<file path="config.mk">
export PLATFORM = sky130hd
export DESIGN_NAME = multicycle_control
export DESIGN_NICKNAME = d
export VERILOG_FILES = /design/src/rtl/multicycle_control.sv
export SDC_FILE = /design/constraint.sdc
export NUM_CORES = 1
export LEC_CHECK = 0
export CAP_MARGIN = 20
export CORE_MARGIN = 2
export CORE_UTILIZATION = 52
export CTS_BUF_LIST = sky130_fd_sc_hd__clkbuf_4 sky130_fd_sc_hd__clkbuf_8
export DETAILED_ROUTE_END_ITERATION = 8
export PLACE_DENSITY_LB_ADDON = 0.12
export SETUP_SLACK_MARGIN = 0.1
export SLEW_MARGIN = 30
export SYNTH_ARGS = -nofsm -noshare
export SYNTH_HDL_FRONTEND = slang
export SYNTH_SLANG_ARGS = --single-unit
</file>
<file path="constraint.sdc">
create_clock -name clk -period 7.05 [get_ports clk]
set_clock_uncertainty 0.2 [all_clocks]
set_input_delay 0.705 -clock clk [delete_from_list [all_inputs] [get_ports clk]]
set_output_delay 0.705 -clock clk [all_outputs]
set_load 0.005 [all_outputs]
</file>
<file path="src/rtl/multicycle_control.sv">
// Control sequencer for the shared multicycle RV datapath (R-type, ld, sd, beq).
// It drives the datapath enables and selects, counts retired instructions and raises a sticky illegal-opcode trap.
//
// state   | meaning
// --------+---------------------------------------------------------
// FETCH   | read instruction at PC, load IR and PC+4 on mem_ready
// DECODE  | dispatch on opcode, precompute branch target into ALUOut
// MEMADDR | compute rs1 + imm effective address
// MEM_RD  | load data read, wait for mem_ready
// MEM_WB  | write MDR to register file
// MEM_WR  | store data write, wait for mem_ready
// EXEC_R  | funct-decoded ALU operation on rs1/rs2
// R_WB    | write ALUOut to register file
// BRANCH  | compare rs1/rs2, conditional PC load from ALUOut
// TRAP    | illegal opcode, parked until reset
module multicycle_control #(
   parameter int CNT_W = 32
) (
   input  logic             clk,
   input  logic             reset,
   input  logic [6:0]       opcode,
   input  logic             mem_ready,
   output logic             pc_write,
   output logic             pc_write_cond,
   output logic             pc_source,
   output logic             i_or_d,
   output logic             mem_read,
   output logic             mem_write,
   output logic             ir_write,
   output logic             mem_to_reg,
   output logic             reg_write,
   output logic [1:0]       alu_src_a,
   output logic [1:0]       alu_src_b,
   output logic [1:0]       alu_op,
   output logic             illegal,
   output logic [CNT_W-1:0] retired,
   output logic [3:0]       state_dbg
);

   localparam logic [6:0] OP_R  = 7'b0110011;
   localparam logic [6:0] OP_LD = 7'b0000011;
   localparam logic [6:0] OP_SD = 7'b0100011;
   localparam logic [6:0] OP_BR = 7'b1100011;

   typedef enum logic [3:0] {
      FETCH   = 4'd0,
      DECODE  = 4'd1,
      MEMADDR = 4'd2,
      MEM_RD  = 4'd3,
      MEM_WB  = 4'd4,
      MEM_WR  = 4'd5,
      EXEC_R  = 4'd6,
      R_WB    = 4'd7,
      BRANCH  = 4'd8,
      TRAP    = 4'd9
   } state_t;

   state_t state;

   always_ff @(posedge clk or posedge reset) begin
      if (reset) begin
         state   <= FETCH;
         retired <= '0;
         illegal <= 1'b0;
      end else begin
         case (state)
            FETCH:   if (mem_ready) state <= DECODE;
            DECODE: begin
               case (opcode)
                  OP_R:         state <= EXEC_R;
                  OP_LD, OP_SD: state <= MEMADDR;
                  OP_BR:        state <= BRANCH;
                  default: begin
                     state   <= TRAP;
                     illegal <= 1'b1;
                  end
               endcase
            end
            MEMADDR: state <= (opcode == OP_LD) ? MEM_RD : MEM_WR;
            MEM_RD:  if (mem_ready) state <= MEM_WB;
            MEM_WB: begin
               state   <= FETCH;
               retired <= retired + CNT_W'(1);
            end
            MEM_WR: begin
               if (mem_ready) begin
                  state   <= FETCH;
                  retired <= retired + CNT_W'(1);
               end
            end
            EXEC_R:  state <= R_WB;
            R_WB, BRANCH: begin
               state   <= FETCH;
               retired <= retired + CNT_W'(1);
            end
            TRAP:    state <= TRAP;
            default: state <= FETCH;
         endcase
      end
   end

   // Decoded from state and gated by reset so requests drop without waiting for a clock edge.
   always_comb begin
      pc_write      = 1'b0;
      pc_write_cond = 1'b0;
      pc_source     = 1'b0;
      i_or_d        = 1'b0;
      mem_read      = 1'b0;
      mem_write     = 1'b0;
      ir_write      = 1'b0;
      mem_to_reg    = 1'b0;
      reg_write     = 1'b0;
      alu_src_a     = 2'b00;
      alu_src_b     = 2'b00;
      alu_op        = 2'b00;
      if (!reset) begin
         case (state)
            FETCH: begin
               mem_read  = 1'b1;
               alu_src_b = 2'b01;
               ir_write  = mem_ready;
               pc_write  = mem_ready;
            end
            DECODE: begin
               alu_src_a = 2'b10;
               alu_src_b = 2'b10;
            end
            MEMADDR: begin
               alu_src_a = 2'b01;
               alu_src_b = 2'b10;
            end
            MEM_RD: begin
               mem_read = 1'b1;
               i_or_d   = 1'b1;
            end
            MEM_WB: begin
               reg_write  = 1'b1;
               mem_to_reg = 1'b1;
            end
            MEM_WR: begin
               mem_write = 1'b1;
               i_or_d    = 1'b1;
            end
            EXEC_R: begin
               alu_src_a = 2'b01;
               alu_op    = 2'b10;
            end
            R_WB:    reg_write = 1'b1;
            BRANCH: begin
               alu_src_a     = 2'b01;
               alu_op        = 2'b01;
               pc_write_cond = 1'b1;
               pc_source     = 1'b1;
            end
            default: ;
         endcase
      end
   end

   assign state_dbg = state;

endmodule

</file>
Yosys cells after proc, flatten, opt, wreduce, memory -nomap -nowiden
Cells that the tools add are included.
- output and inout bits: 52
- logic and storage cells: 62
- register bits after elaboration: 37
- bits of input ports: 10
- reduce and logical (&&, ||, !) cells: 13
- equality and inequality tests: 16
- bitwise operators: 1
- $add $sub $neg: 1
- muxes and demuxes: 28
- operators by type and width (operator ; number):
    $pmux W32 S2 ; 1
    $add A32 B1 Y32 const B ; 1
    $mux W32 ; 1
    $pmux W4 S7 ; 1
    $eq A4 B3 Y1 const B ; 4
    $eq A7 B6 Y1 const B ; 2
    $mux W1 ; 14
    $mux W4 ; 3
    $pmux W2 S2 ; 3
    $pmux W4 S3 ; 1
    $reduce_or A2 Y1 ; 5
    $eq A4 B2 Y1 const B ; 2
    $eq A4 B4 Y1 const B ; 2
    $eq A7 B2 Y1 const B ; 1
    $eq A7 B7 Y1 const B ; 1
    $mux W2 ; 3
    $ne A2 B2 Y1 const B ; 3
    $reduce_or A3 Y1 ; 2
    $eq A4 B1 Y1 const B ; 1
    $logic_not A4 Y1 ; 1
    $reduce_and A2 Y1 ; 2
    $reduce_or A4 Y1 ; 1
    $mux W3 ; 1
    $reduce_and A3 Y1 ; 1
    2 further kinds ; 2

Logic depth before layout (Yosys ltp)
Gate-level depths: netlist of run 1.
- depth in word-level cells: 4
- depth in mapped cells: 7
- depth with buffers taken out: 5

Worst setup path before layout of run 1
OpenSTA, ideal clock, no wires.
- kind: in2out
- from: input reset
- to: output pc_write
- arrival time: 2307 ps
- data required time: 6145 ps
- path buffers: 1
- cell stages on the path: 5
- setup slack: 3838 ps
- path through: inv_1 nand2_1 nor3_1 and2_1 buf_4
- word-level cells in the longest chain between the ends: 1
- ends and longest elaborated chain (what ; line ; RTL):
    from (decl) ; 20 ; input logic reset,
    $mux W1 ; -- ;
    to (decl) ; 23 ; output logic pc_write,
No other way between the ends.

Worst setup path after layout of run 1
- from: input reset
- to: output mem_to_reg
- word-level cells in the longest chain between the ends: 1
- ends and longest elaborated chain (what ; line ; RTL):
    $mux W1 ; 116 ; if (!reset) begin
    to (decl) ; 30 ; output logic mem_to_reg,
No other way between the ends.

==> flow_metrics.env, run 1 <==
export IMPL_die_w_um=66.5
export IMPL_ios=62
export IMPL_setup_violations=0
export IMPL_syn_to_final_growth_pct=34.6
export IMPL_antenna_found_initial=0
export IMPL_ys_async_sr_fraction_pct=100
export IMPL_p_leak_nw=1.06
export IMPL_slowest_delay_ns=0.54
export IMPL_core_area_mm2=0.00372
export IMPL_met1_length_um=2020
export IMPL_start_util_pct=54.6
export IMPL_layout_min_cycle_time_ns=3.51
export IMPL_cts_root_buf="clkbuf_8"
export IMPL_path_max_fanout=38
export IMPL_slowest_stage="clkdlybuf4s50_1"
export IMPL_cp_num_buf_inv=4
export IMPL_swShare_pct=32.5
export IMPL_regArea_um2=926
export IMPL_wl_met2_um=2000
export IMPL_cts_buffers=5
export IMPL_num_rows=22
export IMPL_drive_gt1_share_pct=8.18
export IMPL_dp_hpwl_um=3190
export IMPL_power_internal_w=0.000417
export IMPL_yosysUniqueCellTypes=39
export IMPL_dr_pass1_iters=4
export IMPL_p_sw_w=0.000201
export IMPL_finalWeightedCongestion=0.836
export IMPL_synth_edf_count=0
export IMPL_p_comb_share_pct=31.0
export IMPL_ys_top_cells_by_area="dfrtp_1 (46%), xnor2_1 (6.9%), xor2_1 (6.9%), nor2_1 (4.1%), nand2_1 (3.7%)"
export IMPL_drt_iter0_drc=73
export IMPL_syn_num_nets=220
export IMPL_synth_main_ff_cell="dfrtp_1"
export IMPL_n_antenna_cell=0
export IMPL_synth_seq_cells=37
export IMPL_endpoint_kind="primary output"
export IMPL_wl_met3_um=240
export IMPL_post_dp_cell_area_mm2=0.00265
export IMPL_slew_violations=0
export IMPL_rsz0062_at_grt="no"
export IMPL_die_height_um=66.5
export IMPL_clock_sinks=37
export IMPL_ys_warn_count=0
export IMPL_grt_pass1_vias=1612
export IMPL_grt_max_degree=39
export IMPL_crit_arrival_ns=2.60
export IMPL_power_density_mw_per_mm2=226
export IMPL_io_buffers=61
export IMPL_dieArea_mm2=0.00442
export IMPL_wirelength_um=4330
export IMPL_peakVddDrop_v=0.000183
export IMPL_grt_pass1_wl_um=7400
export IMPL_final_hold_viol_count=0
export IMPL_grtUsageTotal_pct=22.3
export IMPL_most_common_layout_cells="clkdlybuf4s50_1 (61), dfrtp_1 (37), nor2_1 (22), nand2_1 (20)"
export IMPL_cts_tree="built"
export IMPL_status="finished clean"
export IMPL_cp_common_cell="clkdlybuf4s50_1"
export IMPL_hold_class="flop to flop"
export IMPL_max_slew_margin_pct=50.8
export IMPL_synthCells=209
export IMPL_cts_setup_buffers=0
export IMPL_path_class="input pin to primary output"
export IMPL_synth_top_cell_area_share_pct=45.6
export IMPL_overflow=0
export IMPL_cp_required_ns=6.14
export IMPL_min_period_over_period_pct=49.8
export IMPL_cts_resized_gates=0
export IMPL_avgViaCountPerCell=5.23
export IMPL_detail_route_antenna_nets=0
export IMPL_clk_path_buf_depth=2
export IMPL_tightest_slew_ns=0.732
export IMPL_cp_start_kind="input pin"
export IMPL_worstSkewPairLatency_ns=0.30
export IMPL_timing_setup_tns_ns=0
export IMPL_synth_area_leader_cell="dfrtp_1"
export IMPL_pwr_share_clk_pct=23.6
export IMPL_n_fill_cell=291
export IMPL_final_common_cell="clkdlybuf4s50_1"
export IMPL_path_cells="clkdlybuf4s50_1 > inv_1 > buf_4 > nand2b_1 > nor3_1 > clkdlybuf4s50_1"
export IMPL_final_area_mm2=0.00273
export IMPL_critPathTopFamily="buffers and inverters"
export IMPL_multiInputGateArea_mm2=0.00101
export IMPL_hold_buffers=0
export IMPL_routed_wire_length_per_instance_um=13.6
export IMPL_syn_area_per_cell_um2=9.71
export IMPL_htreeDepth=2
export IMPL_drc=0
export IMPL_num_nets_final=279
export IMPL_via_count=1659
export IMPL_highest_layer="met4"
export IMPL_syn_cell_area_mm2=0.00203
export IMPL_fmax_ghz=0.285
export IMPL_path_clk_slew_ns=0.08
export IMPL_cap_violations=0
export IMPL_seq_area_frac_synth_pct=45.6
export IMPL_p_seq_share_pct=45.3
metrics by stage:
stage	util [%]	cells	hold WS [ns]	total power, W	setup slack, ns
6_report	73.5	317	0.275	0.000618	3.54
5_1_grt	73.5	317	0.309	0.000659	3.35
4_1_cts	73.5	317	0.274	0.000625	3.49
3_5_place_dp	71.2	309	0.255	0.000476	3.50
3_3_place_gp	71.2	309	0.252	0.000475	3.59
2_1_floorplan	-	209	0.259	0.000383	3.84
worst paths after layout:
| kind | slack (ns) | endpoint | depth (start not counted) | from |
|---|---|---|---|---|
| min in group asynchronous | 0.75 | illegal | 3 | reset |
| hold / removal | 0.27 | illegal | 1 | illegal |
| hold reg to reg | 0.27 | illegal | 1 | illegal |
| setup reg to reg | 4.45 | retired[29] | 5 | state_dbg[0] |
| max in group asynchronous | 5.56 | retired[21] | 3 | reset |
| setup / recovery | 3.54 | mem_to_reg | 6 | reset |
synthesized netlist by cell type, types with 3 or more instances:
library cell / instances
xor2_1: 16
nand2_1: 20
xnor2_1: 16
nor2b_1: 5
and3_1: 3
inv_1: 7
dfrtp_1: 37
nand4_1: 6
o21ai_0: 3
nor2_1: 22
nand2b_1: 7
a21oi_1: 3
nand3_1: 12
nor3_2: 6
nor3_1: 10
layout make-up:
class                      count  area share [%]
inverter                       7           0.962
clock inverter                 3           0.641
clock buffer                   5            2.52
multi-input combinational    155            37.2
sequential                    37            33.9
tap                           48            2.20
timing repair buffer          62            22.6
layer usage:
metal / track usage, % / up-vias
met1: 29.5 / 777
met5: 0 / -
met2: 35.6 / 48
met4: 8.67 / 0
li1: - / 827
met3: 5.07 / 7
registers in the layout, summed over array words and instances (netlist names):
signal	count
illegal	1
retired	32
state_dbg	4
power by group through the flow:
stage          registers, W  clock network [W]  logic [W]
2_1_floorplan      0.000265                  0   0.000118
3_3_place_gp       0.000284                  0   0.000192
6_report           0.000280           0.000146   0.000192
5_1_grt            0.000286           0.000162   0.000211
3_5_place_dp       0.000283                  0   0.000194
4_1_cts            0.000279           0.000151   0.000194
cell families after synthesis:
family	Yosys count	share of synthesized area, %
buffers and inverters	17	4.38
and+or+nand+nor	109	30.6
adders and majority gates	2	1.11
AOI/OAI and AO/OA	11	3.95
muxes	1	0.493
DFF	37	45.6
xor gates and xnor gates	32	13.8
(Power assumes the default switching activity.)
==> inputs of run 2 (changes only) <==
Settings changed: CORE_UTILIZATION 52 to 48.
Clock period 7.05 ns to 3.4 ns, I/O delays scaled along.
==> flow_metrics.env, run 2 (same netlist as run 1, synthesis figures left out) <==
export IMPL_detail_route_antenna_nets=0
export IMPL_p_leak_nw=1.07
export IMPL_dp_cells=312
export IMPL_drive_gt1_share_pct=8.52
export IMPL_num_rows=23
export IMPL_power_density_mw_per_mm2=472
export IMPL_worstSkewPairLatency_ns=0.29
export IMPL_final_area_mm2=0.00275
export IMPL_clk_path_buf_depth=2
export IMPL_core_area_mm2=0.00403
export IMPL_syn_to_final_growth_pct=35.6
export IMPL_overflow=0
export IMPL_antenna_found_initial=0
export IMPL_routed_wire_length_per_instance_um=13.2
export IMPL_cts_root_buf="clkbuf_8"
export IMPL_top_register="retired"
export IMPL_layout_min_cycle_time_ns=2.66
export IMPL_num_nets_final=280
export IMPL_peakVddDrop_v=0.000323
export IMPL_most_common_layout_cells="clkdlybuf4s50_1 (61), dfrtp_1 (37), nor2_1 (22), nand2_1 (20)"
export IMPL_endpoint_kind="primary output"
export IMPL_drt_iter0_drc=120
export IMPL_setup_violations=0
export IMPL_cts_setup_buffers=0
export IMPL_hold_class="flop to flop"
export IMPL_cap_violations=0
export IMPL_largest_reg_flops=32
export IMPL_critPathTopFamily="simple AND/OR/NAND/NOR gates"
export IMPL_cp_num_buf_inv=1
export IMPL_dieArea_mm2=0.00476
export IMPL_avgViaCountPerCell=5.29
export IMPL_status="finished clean"
export IMPL_wirelength_um=4230
export IMPL_crit_arrival_ns=2.12
export IMPL_path_cells="or4b_4 > nor2_1 > clkdlybuf4s50_1"
export IMPL_timing_setup_tns_ns=0
export IMPL_io_buffers=61
export IMPL_rsz0062_at_grt="no"
export IMPL_via_count=1694
export IMPL_cts_tree="built"
export IMPL_grt_pass1_wl_um=7430
export IMPL_tightest_slew_ns=0.681
export IMPL_slowest_delay_ns=0.62
export IMPL_path_class="flop to primary output"
export IMPL_path_max_fanout=14
export IMPL_dr_pass1_iters=4
export IMPL_cts_resized_gates=0
export IMPL_n_antenna_cell=0
export IMPL_dp_hpwl_um=3100
export IMPL_cp_required_ns=2.86
export IMPL_start_util_pct=50.4
export IMPL_max_slew_margin_pct=54.2
export IMPL_grt_max_degree=38
export IMPL_die_w_um=69.0
export IMPL_finalWeightedCongestion=0.810
export IMPL_ios=62
export IMPL_path_clk_slew_ns=0.07
export IMPL_final_hold_viol_count=0
export IMPL_drc=0
export IMPL_layout_cells_non_filler=320
export IMPL_slowest_stage="or4b_4"
export IMPL_grtUsageTotal_pct=19.0
export IMPL_grt_pass1_vias=1573
export IMPL_final_common_cell="clkdlybuf4s50_1"
export IMPL_slew_violations=0
export IMPL_htreeDepth=2
export IMPL_die_height_um=69.0
export IMPL_cts_buffers=5
export IMPL_clock_sinks=37
export IMPL_cp_start_kind="flop"
export IMPL_hold_buffers=0
export IMPL_post_dp_cell_area_mm2=0.00266
export IMPL_min_period_over_period_pct=78.1
export IMPL_fmax_ghz=0.376
==> run 2: cell count changes in the layout (fill, tap and decap cells not counted) <==
cell	previous run	this run
clkbuf_8	5	6
clkinv_4	0	1
buf_4	1	2
clkinv_2	2	1
clkinvlp_4	1	0
==> run 2: path summary, 6_finish.rpt <==
check | start | to | slack, ns | depth (start not counted)
min in group asynchronous | reset | retired[27] | 0.43 | 3
setup / recovery | state_dbg[1] | pc_write_cond | 0.74 | 3
setup reg to reg | state_dbg[1] | retired[21] | 0.82 | 5
max in group asynchronous | reset | retired[0] | 2.24 | 3
hold / removal | illegal | illegal | 0.27 | 1
hold reg to reg | illegal | illegal | 0.27 | 1
==> run 2: through the flow <==
step / utilization [%] / power [W] / hold WS [ns] / worst slack [ns]
5_1_grt: 68.3 / 0.00138 / 0.309 / 0.614
6_report: 68.3 / 0.00130 / 0.268 / 0.744
4_1_cts: 68.3 / 0.00131 / 0.278 / 0.719
3_3_place_gp: 65.9 / 0.000989 / 0.249 / 0.684
2_1_floorplan: - / 0.000794 / 0.259 / 0.918
3_5_place_dp: 65.9 / 0.000990 / 0.258 / 0.677
==> run 2: final cells by class <==
type / count / area (um^2)
Timing Repair Buffer: 63 / 626
Inverter: 7 / 26.3
Sequential cell: 37 / 926
Clock buffer: 6 / 82.6
Clock inverter: 2 / 13.8
Multi-Input combinational cell: 155 / 1010
Fill cell: 321 / 1280
Tap cell: 50 / 62.6
==> run 2: power by group <==
group / leakage [nW] / internal (W) / switching (W) / total, W
sequential: 0.441 / 0.000485 / 0.0000947 / 0.000580
clock: 0.0512 / 0.000164 / 0.000156 / 0.000320
combinational: 0.582 / 0.000239 / 0.000160 / 0.000399
total: 1.07 / 0.000888 / 0.000411 / 0.00130
==> run 2: layer usage <==
layer | vias to the layer above | track usage, % | share of wire [%]
met5 | - | 0 | 0
met4 | 0 | 6.54 | 1.6
met3 | 6 | 5.26 | 6.4
met2 | 52 | 30.0 | 46
met1 | 802 | 25.2 | 46
li1 | 834 | - | -
